`src/rtl/lvlshift_down_filter.sv`:
```
// Synchronises and glitch-filters NCH level-shifted 5V status lines, emitting rise/fall pulses.
// Optional sticky status/irq logic is built only when LVLSHIFT_FILTER_IRQ_EN is defined.
module lvlshift_down_filter #(
    parameter int NCH = 4,
    parameter int SYNC_STAGES = 2,
    parameter int FILT_W = 8,
    parameter logic [NCH-1:0] RESET_VAL = {NCH{1'b0}}
) (
    input  logic              clk,
    input  logic              reset,
    input  logic [NCH-1:0]    yl_in,
    input  logic [NCH-1:0]    en,
    input  logic [FILT_W-1:0] filt_cnt,
    output logic [NCH-1:0]    y_out,
    output logic [NCH-1:0]    rise,
    output logic [NCH-1:0]    fall,
    input  logic [NCH-1:0]    clr,
    input  logic [NCH-1:0]    irq_mask,
    output logic [NCH-1:0]    status,
    output logic              irq
);

    typedef enum logic {
        ST_STABLE  = 1'b0,
        ST_QUALIFY = 1'b1
    } fstate_t;

    localparam logic [FILT_W-1:0] CNT_ZERO = {FILT_W{1'b0}};
    localparam logic [FILT_W-1:0] CNT_ONE  = FILT_W'(1'b1);

    logic [NCH-1:0] sync_r [SYNC_STAGES];
    logic [NCH-1:0] s_s;

    // Synchroniser chain; runs regardless of en so the filter always sees fresh samples
    always_ff @(posedge clk) begin
        if (reset) begin
            for (int k = 0; k < SYNC_STAGES; k++) begin
                sync_r[k] <= RESET_VAL;
            end
        end else begin
            sync_r[0] <= yl_in;
            for (int k = 1; k < SYNC_STAGES; k++) begin
                sync_r[k] <= sync_r[k-1];
            end
        end
    end

    assign s_s = sync_r[SYNC_STAGES-1];

    for (genvar i = 0; i < NCH; i++) begin : g_ch
        fstate_t           state_r;
        logic [FILT_W-1:0] cnt_r;
        logic              y_r;
        logic              rise_r;
        logic              fall_r;

        // Per-channel qualify FSM: y_r moves only after filt_cnt+1 consecutive mismatching samples
        always_ff @(posedge clk) begin
            if (reset) begin
                state_r <= ST_STABLE;
                cnt_r   <= CNT_ZERO;
                y_r     <= RESET_VAL[i];
                rise_r  <= 1'b0;
                fall_r  <= 1'b0;
            end else begin
                rise_r <= 1'b0;
                fall_r <= 1'b0;
                if (!en[i]) begin
                    state_r <= ST_STABLE;
                    cnt_r   <= CNT_ZERO;
                end else begin
                    case (state_r)
                        ST_STABLE: begin
                            cnt_r <= CNT_ZERO;
                            if (s_s[i] != y_r) begin
                                if (filt_cnt == CNT_ZERO) begin
                                    y_r    <= s_s[i];
                                    rise_r <= s_s[i];
                                    fall_r <= ~s_s[i];
                                end else begin
                                    state_r <= ST_QUALIFY;
                                    cnt_r   <= CNT_ONE;
                                end
                            end
                        end
                        ST_QUALIFY: begin
                            if (s_s[i] == y_r) begin
                                state_r <= ST_STABLE;
                                cnt_r   <= CNT_ZERO;
                            end else if (cnt_r >= filt_cnt) begin
                                // >= so a lowered filt_cnt completes immediately instead of wrapping
                                y_r     <= s_s[i];
                                rise_r  <= s_s[i];
                                fall_r  <= ~s_s[i];
                                state_r <= ST_STABLE;
                                cnt_r   <= CNT_ZERO;
                            end else begin
                                cnt_r <= cnt_r + CNT_ONE;
                            end
                        end
                        default: begin
                            state_r <= ST_STABLE;
                            cnt_r   <= CNT_ZERO;
                        end
                    endcase
                end
            end
        end

        assign y_out[i] = y_r;
        assign rise[i]  = rise_r;
        assign fall[i]  = fall_r;
    end

`ifdef LVLSHIFT_FILTER_IRQ_EN
    logic [NCH-1:0] status_r;
    logic           irq_r;

    // Sticky event flags (a new event beats a same-cycle clear) and masked interrupt
    always_ff @(posedge clk) begin
        if (reset) begin
            status_r <= {NCH{1'b0}};
            irq_r    <= 1'b0;
        end else begin
            status_r <= (status_r & ~clr) | rise | fall;
            irq_r    <= |(status_r & irq_mask);
        end
    end

    assign status = status_r;
    assign irq    = irq_r;
`else
    logic unused_irq_s;

    assign unused_irq_s = ^{clr, irq_mask};
    assign status       = {NCH{1'b0}};
    assign irq          = 1'b0;
`endif

endmodule
```
`config.mk`:
```
export PLATFORM = sky130hd
export DESIGN_NAME = lvlshift_down_filter
export DESIGN_NICKNAME = d
export VERILOG_FILES = /design/src/rtl/lvlshift_down_filter.sv
export SDC_FILE = /design/constraint.sdc
export NUM_CORES = 1
export LEC_CHECK = 0
export BUFFER_PORTS_ARGS = -buffer_cell sky130_fd_sc_hd__buf_2
export CORE_MARGIN = 5
export CORE_UTILIZATION = 50
export DETAILED_ROUTE_END_ITERATION = 8
export PLACE_DENSITY = 0.74
export SETUP_SLACK_MARGIN = 0.3
export SKIP_CTS_REPAIR_TIMING = 1
export SKIP_LAST_GASP = 1
export SYNTH_ARGS = -nofsm -noshare
export SYNTH_HDL_FRONTEND = slang
export SYNTH_SLANG_ARGS = --single-unit
```
`constraint.sdc`:
```
create_clock -name clk -period 1.8 [get_ports clk]
set_input_delay 0.36 -clock clk [delete_from_list [all_inputs] [get_ports clk]]
set_output_delay 0.36 -clock clk [all_outputs]
set_load 0.02 [all_outputs]
```
==> Word-level counts from Yosys, hierarchy flattened <==
Memories as Yosys holds them, arrays and structs flattened.
Cells that the tools add are included.
{ "op_classes": {"n_addsub": 4, "mul": 0, "div": 0, "magnitude_cmp": 4, "n_eq_ne": 24, "shift": 0, "n_mux": 99, "bitwise": 14, "n_reduce_logical": 9} }
{ "op_table": {"columns": ["operator", "count"], "rows": [
  ["8-bit two-way mux", 9],
  ["1-bit two-way mux", 68],
  ["8-bit one-hot mux with 2 select lines", 4],
  ["8-bit by 1-bit adder with 8-bit output (second input constant)", 4],
  ["8-bit greater-or-equal comparator", 4],
  ["1-bit one-hot mux with 2 select lines", 16],
  ["2-bit != test (second input constant)", 12],
  ["5-bit AND reduction", 4],
  ["1-bit NOT", 12],
  ["8-bit logical NOT", 1],
  ["4-bit two-way mux", 2],
  ["2-bit by 1-bit != test with 1-bit output (second input constant)", 4],
  ["2-bit OR reduction", 4],
  ["1-bit == test", 4],
  ["1-bit != test", 4],
  ["1-bit bitwise OR", 2]
]} }
{ "word_totals": {"register_bits": 48, "latch_bits": 0, "ramBits": 8, "mem_bits_ro": 0, "input_bits": 26, "output_inout_bits": 17, "wordCells": 175, "n_memories": 1} }
{ "memory_table": {"columns": ["name", "depth", "width", "read_ports", "rd_clocked_by_memory_dff", "write_ports", "line", "source"], "rows": [
  ["sync_r", 2, 4, 2, 0, 2, "31", "logic [NCH-1:0] sync_r [SYNC_STAGES];"]
]} }

==> Logic depth before layout (Yosys ltp) <==
Gate-level depths: netlist of the first run.
An unclocked memory read counts as a cell.
{ "logic_depth": {"ltp_word": 5, "ltp_mapped": 7, "ltp_nobuf": 7} }

==> Worst setup path after synthesis of the first run <==
No wires, ideal clock.
{ "synth_timing": {"kind": "flip-flop to flip-flop", "startpoint": "register g_ch[0].cnt_r[0]", "endpoint": "register g_ch[0].fall_r", "setup_ps": 117, "arrival_ps": 1722, "required_ps": 1683, "setup_slack_ps": -39, "stages_incl_launch_ff": 8, "path_buffers": 0, "synth_period_minus_slack_ps": 1839, "path_cell_list": "dfxtp_1 -> inv_1 -> ha_1 -> nand2b_1 -> a2111o_1 -> a31oi_2 -> nor2_1 -> and4bb_1"} }
{ "synth_between": {"elab_chain_len": 4} }
{ "synth_lines": {"columns": ["element", "line", "source"], "rows": [
  ["start: declaration", "52", "logic [FILT_W-1:0] cnt_r;"],
  ["start signal: assignment", "98", "cnt_r <= cnt_r + CNT_ONE;"],
  ["8-bit greater-or-equal comparator", "90", "end else if (cnt_r >= filt_cnt) begin"],
  ["1-bit two-way mux", "90", null],
  ["1-bit two-way mux", "87", "if (s_s[i] == y_r) begin"],
  ["1-bit one-hot mux with 2 select lines", "72", "case (state_r)"],
  ["end signal: assignment", "79", "fall_r <= ~s_s[i];"],
  ["end signal: assignment", "94", "fall_r <= ~s_s[i];"],
  ["end: declaration", "55", "logic fall_r;"]
]} }
No other way between the ends.
A chain may end at the register's enable or synchronous reset.

==> Worst setup path after layout of the first run <==
{ "layout_timing": {"startpoint": "register g_ch[2].cnt_r[6]", "endpoint": "register g_ch[2].y_r"} }
{ "layout_between": {"elab_chain_len": 3} }
{ "layout_lines": {"columns": ["element", "line", "source"], "rows": [
  ["start: declaration", "52", null],
  ["start signal: assignment", "98", null],
  ["8-bit greater-or-equal comparator", "90", null],
  ["2-bit by 1-bit != test with 1-bit output (no source line)", null, null],
  ["5-bit AND reduction (no source line)", null, null],
  ["end signal: assignment", "62", "y_r <= RESET_VAL[i];"],
  ["end signal: assignment", "77", "y_r <= s_s[i];"],
  ["end signal: assignment", "92", "y_r <= s_s[i];"],
  ["end: declaration", "53", "logic y_r;"]
]} }
No other way between the ends.

==> flow_summary.yaml, run 1 <==
critical_path:
  critPathBufInv: 0
  path_max_fanout: 5
  worstRegToRegCells: 6
  cp_data_required_time_ns: 2.04
  timing.rr.start: "g_ch[2].cnt_r[6]$_SDFF_PP0_"
  path_delay_family: "simple AND/OR/NAND/NOR gates"
  crit_path_start: "g_ch[2].cnt_r[6]$_SDFF_PP0_"
  critPathKind: "reg2reg"
  startpoint_type: "flop"
  slowest_stage: "or3b_1"
  end_kind: "flop"
  timing.rr.end: "g_ch[2].y_r$_SDFFE_PP0P_"
  max_stage_delay_ns: 0.38
  crit_chain: "ha_4 -> and3_4 -> nand2_2 -> o31a_1 -> or3b_1 -> a21oi_2"
  endpoint: "g_ch[2].y_r$_SDFFE_PP0P_"
  arrival_ns: 2.03
  reg2reg_slack_ns: 0.01
  cp_num_cells: 6
final_layout:
  antennaDiodeCount: 0
  drive_above_1_share_pct: 43.5
  area_growth_pct: 34.9
  multi_input_area_sq_um: 2140
  final_net_count: 440
  regArea_sq_um: 1150
  stdcell_count: 454
  nFillCells: 440
  final_area_sq_um: 4010
  utilization_pct: 68.5
global_routing:
  overflow: 0
  grt_usage_pct: 16.8
  antenna_found_initial: 0
  grt_pass1_vias: 2236
  grt_pass1_wl_um: 10100
  grt_max_degree: 17
synth:
  syn_area_sq_um: 2970
  synth-compound-area-share_pct: 9.22
  yosys.cell_count.top_type: "dfxtp_1"
  synthMuxAreaShare_pct: 0
  synth.ff_latch_count: 56
  yosysUniqueCellTypes: 42
  synth_top_area_share_pct: 37.7
  yosys_warnings: 0
  synth_edf_count: 0
  synth_simple_gate_area_share_pct: 23.0
  synth_common_cells: "56 x dfxtp_1, 46 x nor2_1, 36 x ha_1"
  ys_top_cells_by_area: "dfxtp_1 38%, ha_1 15%, nor2_1 5.8%"
  ys_async_sr_fraction_pct: 0
  synthAdderAreaFrac_pct: 15.2
  synth_area_leader_cell: "dfxtp_1"
  avgSynthCellArea_sq_um: 9.29
  synthFlopType: "dfxtp_1"
  syn_inst: 320
  synth_top_family_by_area: "simple AND/OR/NAND/NOR gates"
  yosysSeqAreaShare_pct: 37.7
  synth-xor-area-share_pct: 7.95
timing:
  max_freq_ghz: 0.559
  rsz0062_at_grt: "yes"
  maxSlewViolCount: 0
  timing.final.crit_share_pct: 99.4
  fin_ws_ns: 0.0103
  finalSetupTns_ns: 0
  min_period_ns: 1.79
  hold_violations: 0
  skew_ns: 0.00489
  setup_violations: 0
die:
  io_pins: 43
  dieArea_sq_um: 7590
  rows: 28
  coreArea_sq_um: 5850
  die_w_um: 87.1
  die_h_um: 87.1
  initial_core_util_pct: 50.8
place:
  dp_hpwl_um: 4690
  dp_slack_ns: -0.270
  place_area_sq_um: 3610
  place.gp.congestion: 0.855
  io_buffers: 29
  dp_cells: 435
clocking:
  clockBufferDepth: 2
  cts_tree: "done"
  cts_buffers: 5
  cts.sinks: 56
  clk_pin_slew_worst_paths_ns: 0.10
  ctsHtreeMaxLevel: 2
  clk_latency_ns: 0.31
  root_buffer: "clkbuf_8"
routing:
  routedWlPerCell_um: 14.5
  drc_errors: 0
  routed_wl_um: 6570
  vias: 2377
  ant_nets: 0
  vias_per_cell: 5.24
  drt_first_iter_violations: 64
  dr.pass1.iters: 4
power_and_ir_drop:
  power_density_nw_per_um2: 552
  ir_drop_mv: 0.451
  p_leak_nw: 1.70
outcome:
  status: "completed"
min_path:
  hold_class: "in2reg"
flow_run:
  cap_violations: 0
==> layout by cell type (no fill, tap or decap), drive strengths merged, types with 4 or more instances in the layout <==
master,synthesis,layout
buf,18,65
dfxtp,56,56
nor2,47,47
ha,36,36
xor2,19,19
nand2b,18,18
inv,18,18
nand3,16,16
nor2b,10,10
and3,10,10
o21ai,9,9
xnor2,8,8
nand2,8,8
clkbuf,0,7
a21oi,7,7
conb,1,5
a21o,4,4
==> through the flow <==
stage               total power, mW  hold WS (ns)
floorplan                      1.43         0.414
global placement               1.50         0.418
detailed placement             1.50         0.430
CTS                            2.21         0.245
global route                   2.31         0.251
finish                         2.21         0.257
==> registers in the layout, indices dropped and copies added, names as in the netlist <==
name	cells
g_ch.cnt_r	32
g_ch.fall_r	4
g_ch.rise_r	4
g_ch.state_r	4
g_ch.y_r	4
sync_r	8
==> how the worst min path moves through the flow <==
| stage | endpoint | from | slack (ns) | cells after the start |
|---|---|---|---|---|
| 2_1_floorplan | sync_r[0][4]$_SDFF_PP0_ | sync_r[0][0]$_SDFF_PP0_ | 0.41 | 1 |
| 3_3_place_gp | sync_r[0][5]$_SDFF_PP0_ | sync_r[0][1]$_SDFF_PP0_ | 0.42 | 1 |
| 3_5_place_dp | sync_r[0][7]$_SDFF_PP0_ | sync_r[0][3]$_SDFF_PP0_ | 0.43 | 1 |
| 4_1_cts | sync_r[0][1]$_SDFF_PP0_ | yl_in[1] | 0.24 | 2 |
| 5_1_grt | sync_r[0][0]$_SDFF_PP0_ | yl_in[0] | 0.25 | 2 |
| 6_report | sync_r[0][1]$_SDFF_PP0_ | yl_in[1] | 0.26 | 2 |
==> metal layers <==
| layer | part of all wire, % | up-vias | track usage (%) |
|---|---|---|---|
| met1 | 45 | 1137 | 21.9 |
| li1 | - | 1192 | - |
| met4 | 3.4 | 0 | 6.97 |
| met2 | 48 | 35 | 27.6 |
| met5 | 0 | - | 0 |
| met3 | 3.4 | 13 | 2.93 |
==> cell families after synthesis <==
family,count (synthesis)
compound gates,37
xor+xnor,27
fa+ha+maj,36
buf+inv,36
flops,56
other cells,1
simple gates,127
==> power breakdown <==
part,internal [mW],switching (mW)
Sequential,1.24,0.00755
Clock,0.314,0.404
Combinational,0.119,0.126
==> area by class of cell <==
class / count / share of cell area, %
clock buffers: 7 / 2.15
repair buffers: 65 / 10.6
flip-flops and latches: 56 / 28.7
inverters: 18 / 2.65
clock inverters: 1 / 0.187
well taps: 75 / 2.34
multi-input cells: 232 / 53.3
Note: power is estimated with default switching activity, not from simulation.
==> run 2: changes to the inputs <==
- BUFFER_PORTS_ARGS: -buffer_cell sky130_fd_sc_hd__buf_2 -> -buffer_cell sky130_fd_sc_hd__clkbuf_2
==> run 2 against run 1 <==
Net effect:
- the run now ends with setup timing left
- sequential share of layout area is 0.63 points lower
- worst hold slack lost 0.0049 ns
- clock skew is 0.0029 ns higher
- critical path type unchanged
- critical endpoint is now g_ch[3].cnt_r[0]$_SDFF_PP0_
- largest cell class unchanged
- largest power group unchanged
==> flow_summary.yaml, run 2 (synthesized netlist as in run 1, its figures left out) <==
outcome:
  status: "complete, but fails checks"
  violations: "setup timing"
place:
  dp_cells: 436
  io_buffers: 29
  dp_hpwl_um: 4640
  place.gp.congestion: 0.853
routing:
  vias: 2366
  ant_nets: 0
  drt_first_iter_violations: 73
  routedWlPerCell_um: 14.6
  vias_per_cell: 5.21
  drc_errors: 0
  dr.pass1.iters: 6
  routed_wl_um: 6620
timing:
  skew_ns: 0.00777
  timing.final.crit_share_pct: 102
  setup_violations: 3
  rsz0062_at_grt: "yes"
  finalSetupTns_ns: -0.0673
  hold_violations: 0
  fin_ws_ns: -0.0319
  maxSlewViolCount: 0
  max_freq_ghz: 0.546
  min_period_ns: 1.83
critical_path:
  slowest_stage: "dfxtp_2"
  crit_top_cell: "buf_6"
  path_max_fanout: 7
  end_kind: "flop"
  cp_data_required_time_ns: 2.05
  max_stage_delay_ns: 0.35
  crit_chain: "ha_4 -> a21o_1 -> a221oi_2 -> o31a_4 -> buf_6 -> buf_6 -> nand2_8 -> o2bb2ai_1"
  critPathKind: "reg2reg"
  arrival_ns: 2.08
  startpoint_type: "flop"
final_layout:
  stdcell_count: 454
  area_growth_pct: 37.2
  utilization_pct: 69.7
  drive_above_1_share_pct: 43.8
  largestRegisters: "g_ch.cnt_r: 32 flops, sync_r: 8 flops"
  final_common_cell: "dfxtp_1"
  largest_register_ffs: 32
  layout_common_cells: "44 x dfxtp_1, 33 x buf_4, 29 x nor2_1, 29 x clkbuf_2"
  antennaDiodeCount: 0
  final_net_count: 440
  largest-register: "g_ch.cnt_r"
global_routing:
  antenna_found_initial: 0
  grt_pass1_vias: 2246
  grt_usage_pct: 17.2
  grt_pass1_wl_um: 10200
  grt_max_degree: 18
  overflow: 0
  busiest_layer: "met2"
  use_met2_pct: 30.1
  met1_usage_pct: 21.0
  use_met3_pct: 3.60
clocking:
  root_buffer: "clkbuf_8"
  clk_pin_slew_worst_paths_ns: 0.10
  ctsHtreeMaxLevel: 2
  clockBufferDepth: 2
  clk_latency_ns: 0.31
  cts_tree: "done"
  cts.sinks: 56
  cts_buffers: 5
die:
  coreArea_sq_um: 5850
  die_h_um: 87.1
  rows: 28
  io_pins: 43
  die_w_um: 87.1
  initial_core_util_pct: 50.8
  dieArea_sq_um: 7590
power_and_ir_drop:
  p_leak_nw: 1.70
  power_density_nw_per_um2: 582
  ir_drop_mv: 0.400
flow_run:
  cap_violations: 0
min_path:
  hold_class: "in2reg"
run 2: cell count changes in the layout (fill, tap and decap cells not counted), sizes merged:
cell      previous run  this run
buf                 65        36
clkinv               0         1
clkbuf               7        35
clkinvlp             1         0
bufinv               0         1
run 2: final cells by class:
cell class                 instances  area [sq um]
timing repair buffer              65           427
sequential                        56          1150
fill                             442          1770
clock buffer                       6          82.6
inverter                          18           109
multi-input combinational        232          2180
tap                               75          93.8
clock inverter                     2          38.8
run 2: stage by stage:
stage | instance area, sq um | worst slack [ns] | total power [mW] | hold slack [ns]
5_1_grt | 4080 | -0.103 | 2.46 | 0.249
3_5_place_dp | 3620 | -0.234 | 1.50 | 0.424
4_1_cts | 3740 | -0.190 | 2.36 | 0.248
2_1_floorplan | 3320 | 0.0999 | 1.43 | 0.414
3_3_place_gp | 3620 | -0.204 | 1.50 | 0.417
6_report | 4080 | -0.0319 | 2.37 | 0.252
run 2: final timing paths:
check                                            startpoint  slack (ns)                     endpoint  cells after the start
worst max-delay path            g_ch[3].cnt_r[6]$_SDFF_PP0_       -0.03  g_ch[3].cnt_r[0]$_SDFF_PP0_                      8
worst min-delay path                               yl_in[2]        0.25      sync_r[0][2]$_SDFF_PP0_                      2
worst max register to register  g_ch[3].cnt_r[6]$_SDFF_PP0_       -0.03  g_ch[3].cnt_r[0]$_SDFF_PP0_                      8
worst min register to register      sync_r[0][1]$_SDFF_PP0_        0.45      sync_r[0][5]$_SDFF_PP0_                      1
run 2: routing by layer:
metal | wire [um] | share of wire [%]
met3 | 213 | 3.2
met1 | 2940 | 44
met2 | 3410 | 52
met4 | 56 | 0.85
met5 | 0 | 0
run 2: worst max-delay path: cells and delay by family, from the launching register on:
family                   cells  cell delay, ns
adder cells (fa/ha/maj)      1            0.24
AO/OA/AOI/OAI                4            0.89
flip-flops                   1            0.35
buffers and inverters        2            0.20
AND/OR/NAND/NOR              1            0.09
run 2: where the power goes:
group,switching (mW),total (mW),internal [mW]
clock,0.418,0.874,0.456
sequential,0.00739,1.25,1.24
combinational,0.126,0.247,0.120
total,0.552,2.37,1.82
==> run 3: changes to the inputs <==
- PLACE_DENSITY: 0.74 -> not set
- PLACE_DENSITY_LB_ADDON: not set -> 0.12
- REMOVE_ABC_BUFFERS: not set -> 1
==> run 3 against run 2 <==
Net effect:
- the flow still finishes with violations (setup timing)
- maximum frequency decreased by 0.27%
- die area unchanged
- wire length down 7.4%
- clock-buffer cell count fell by 1
- setup slack worse by 0.0049 ns
- sequential share of layout area grew 1.7 points
- critical endpoint is now g_ch[1].y_r$_SDFFE_PP0P_
- critical path type unchanged
- cell area shrank 6.3%
- register-to-register slack about the same
- via count decreased by 3.2%
==> flow_summary.yaml, run 3 (synthesized netlist as in run 1, its figures left out) <==
critical_path:
  timing.rr.end: "g_ch[1].y_r$_SDFFE_PP0P_"
  worstRegToRegCells: 6
  critPathKind: "reg2reg"
  slowest_stage: "or3_1"
  timing.rr.start: "g_ch[1].cnt_r[7]$_SDFF_PP0_"
  max_stage_delay_ns: 0.42
  cp_data_required_time_ns: 2.05
  arrival_ns: 2.08
  crit_chain: "ha_4 -> and3_4 -> nand2_2 -> o31a_1 -> or3_1 -> a21oi_2"
  reg2reg_slack_ns: -0.04
  path_max_fanout: 5
  end_kind: "flop"
  startpoint_type: "flop"
global_routing:
  grt_usage_pct: 16.1
  grt_max_degree: 19
  antenna_found_initial: 0
  overflow: 0
  grt_pass1_wl_um: 9630
  grt_pass1_vias: 2140
power_and_ir_drop:
  power.share.clock_pct: 32.4
  p_sw_uw: 547
  p_int_mw: 1.63
  fin_total_pwr_mw: 2.18
  p_seq_share_pct: 57.7
  p_leak_nw: 1.65
  power_density_nw_per_um2: 570
  ir_drop_mv: 0.765
  power_frac_comb_pct: 9.8
  switching_share_pct: 25.1
outcome:
  status: "complete, but fails checks"
  violations: "setup timing"
clocking:
  root_buffer: "clkbuf_8"
  clk_pin_slew_worst_paths_ns: 0.11
  clockBufferDepth: 2
  cts_tree: "done"
  cts_buffers: 5
  cts.sinks: 56
  ctsHtreeMaxLevel: 2
  clk_latency_ns: 0.31
timing:
  setup_violations: 1
  timing.final.crit_share_pct: 102
  fin_ws_ns: -0.0369
  rsz0062_at_grt: "yes"
  skew_ns: 0.00471
  finalSetupTns_ns: -0.0369
  min_period_ns: 1.84
  hold_violations: 0
  maxSlewViolCount: 0
  max_freq_ghz: 0.544
  whs_ns: 0.257
min_path:
  hold_start: "yl_in[2]"
  hold_class: "in2reg"
  hold_end: "sync_r[0][2]$_SDFF_PP0_"
  hold_path_depth: 2
final_layout:
  antennaDiodeCount: 0
  largestRegisters: "g_ch.cnt_r: 32 flops, sync_r: 8 flops"
  utilization_pct: 65.3
  drive_above_1_share_pct: 37.2
  final_net_count: 437
  area_growth_pct: 28.6
  final_common_cell: "dfxtp_1"
  stdcell_count: 451
  largest_register_ffs: 32
  largest-register: "g_ch.cnt_r"
  layout_common_cells: "42 x dfxtp_1, 37 x nor2_1, 32 x buf_4, 29 x clkbuf_2, 27 x ha_1"
place:
  dp_hpwl_um: 4370
  io_buffers: 29
  place.gp.congestion: 0.733
  dp_cells: 439
die:
  die_w_um: 87.1
  initial_core_util_pct: 50.8
  dieArea_sq_um: 7590
  die_h_um: 87.1
  io_pins: 43
  rows: 28
  coreArea_sq_um: 5850
routing:
  routed_wl_um: 6130
  vias: 2290
  drc_errors: 0
  drt_first_iter_violations: 85
  dr.pass1.iters: 4
  routedWlPerCell_um: 13.6
  vias_per_cell: 5.08
  ant_nets: 0
flow_run:
  cap_violations: 0
run 3: area by class of cell:
class | count | area (sq um)
Clock buffer | 5 | 68.8
Clock inverter | 3 | 23.8
Fill cell | 478 | 2030
Inverter | 18 | 67.6
Multi-Input combinational cell | 232 | 2030
Sequential cell | 56 | 1140
Tap cell | 75 | 93.8
Timing Repair Buffer | 62 | 397
run 3: metal layers:
| layer | up-vias | global-route usage, % | wire length (um) | share of wire (%) |
|---|---|---|---|---|
| met2 | 43 | 24.6 | 2800 | 46 |
| li1 | 1187 | - | - | - |
| met3 | 2 | 4.54 | 303 | 4.9 |
| met1 | 1058 | 22.4 | 2990 | 49 |
| met4 | 0 | 3.77 | 36 | 0.59 |
| met5 | - | 0 | 0 | 0 |
run 3: per-stage QoR:
stage / worst slack, ns / area, sq um
5_1_grt: -0.0795 / 3820
3_5_place_dp: -0.327 / 3310
3_3_place_gp: -0.273 / 3310
2_1_floorplan: -0.0394 / 2850
4_1_cts: -0.158 / 3400
6_report: -0.0369 / 3820
run 3: critical path, delay by kind of cell, from the launching register on:
kind	cells	cell delay [ns]
AOI/OAI and AO/OA	2	0.49
adders and majority gates	1	0.27
DFF	1	0.36
and+or+nand+nor	3	0.65
run 3: worst max-delay path by stage:
stage | startpoint | endpoint | slack [ns] | depth (start not counted)
floorplan | g_ch[0].cnt_r[0]$_SDFF_PP0_ | g_ch[0].fall_r$_SDFF_PP0_ | -0.04 | 7
global placement | filt_cnt[0] | g_ch[3].cnt_r[0]$_SDFF_PP0_ | -0.27 | 7
detailed placement | filt_cnt[0] | g_ch[2].cnt_r[3]$_SDFF_PP0_ | -0.33 | 7
CTS | g_ch[2].cnt_r[0]$_SDFF_PP0_ | g_ch[2].cnt_r[3]$_SDFF_PP0_ | -0.16 | 7
global route | g_ch[1].cnt_r[6]$_SDFF_PP0_ | g_ch[1].y_r$_SDFFE_PP0P_ | -0.08 | 6
finish | g_ch[1].cnt_r[7]$_SDFF_PP0_ | g_ch[1].y_r$_SDFFE_PP0P_ | -0.04 | 6
run 3: power by group through the flow:
stage,sequential (mW),clock [mW],combinational [mW]
2_1_floorplan,1.28,0,0.0858
3_3_place_gp,1.28,0,0.151
3_5_place_dp,1.28,0,0.155
4_1_cts,1.26,0.729,0.157
5_1_grt,1.26,0.774,0.238
6_report,1.26,0.706,0.214
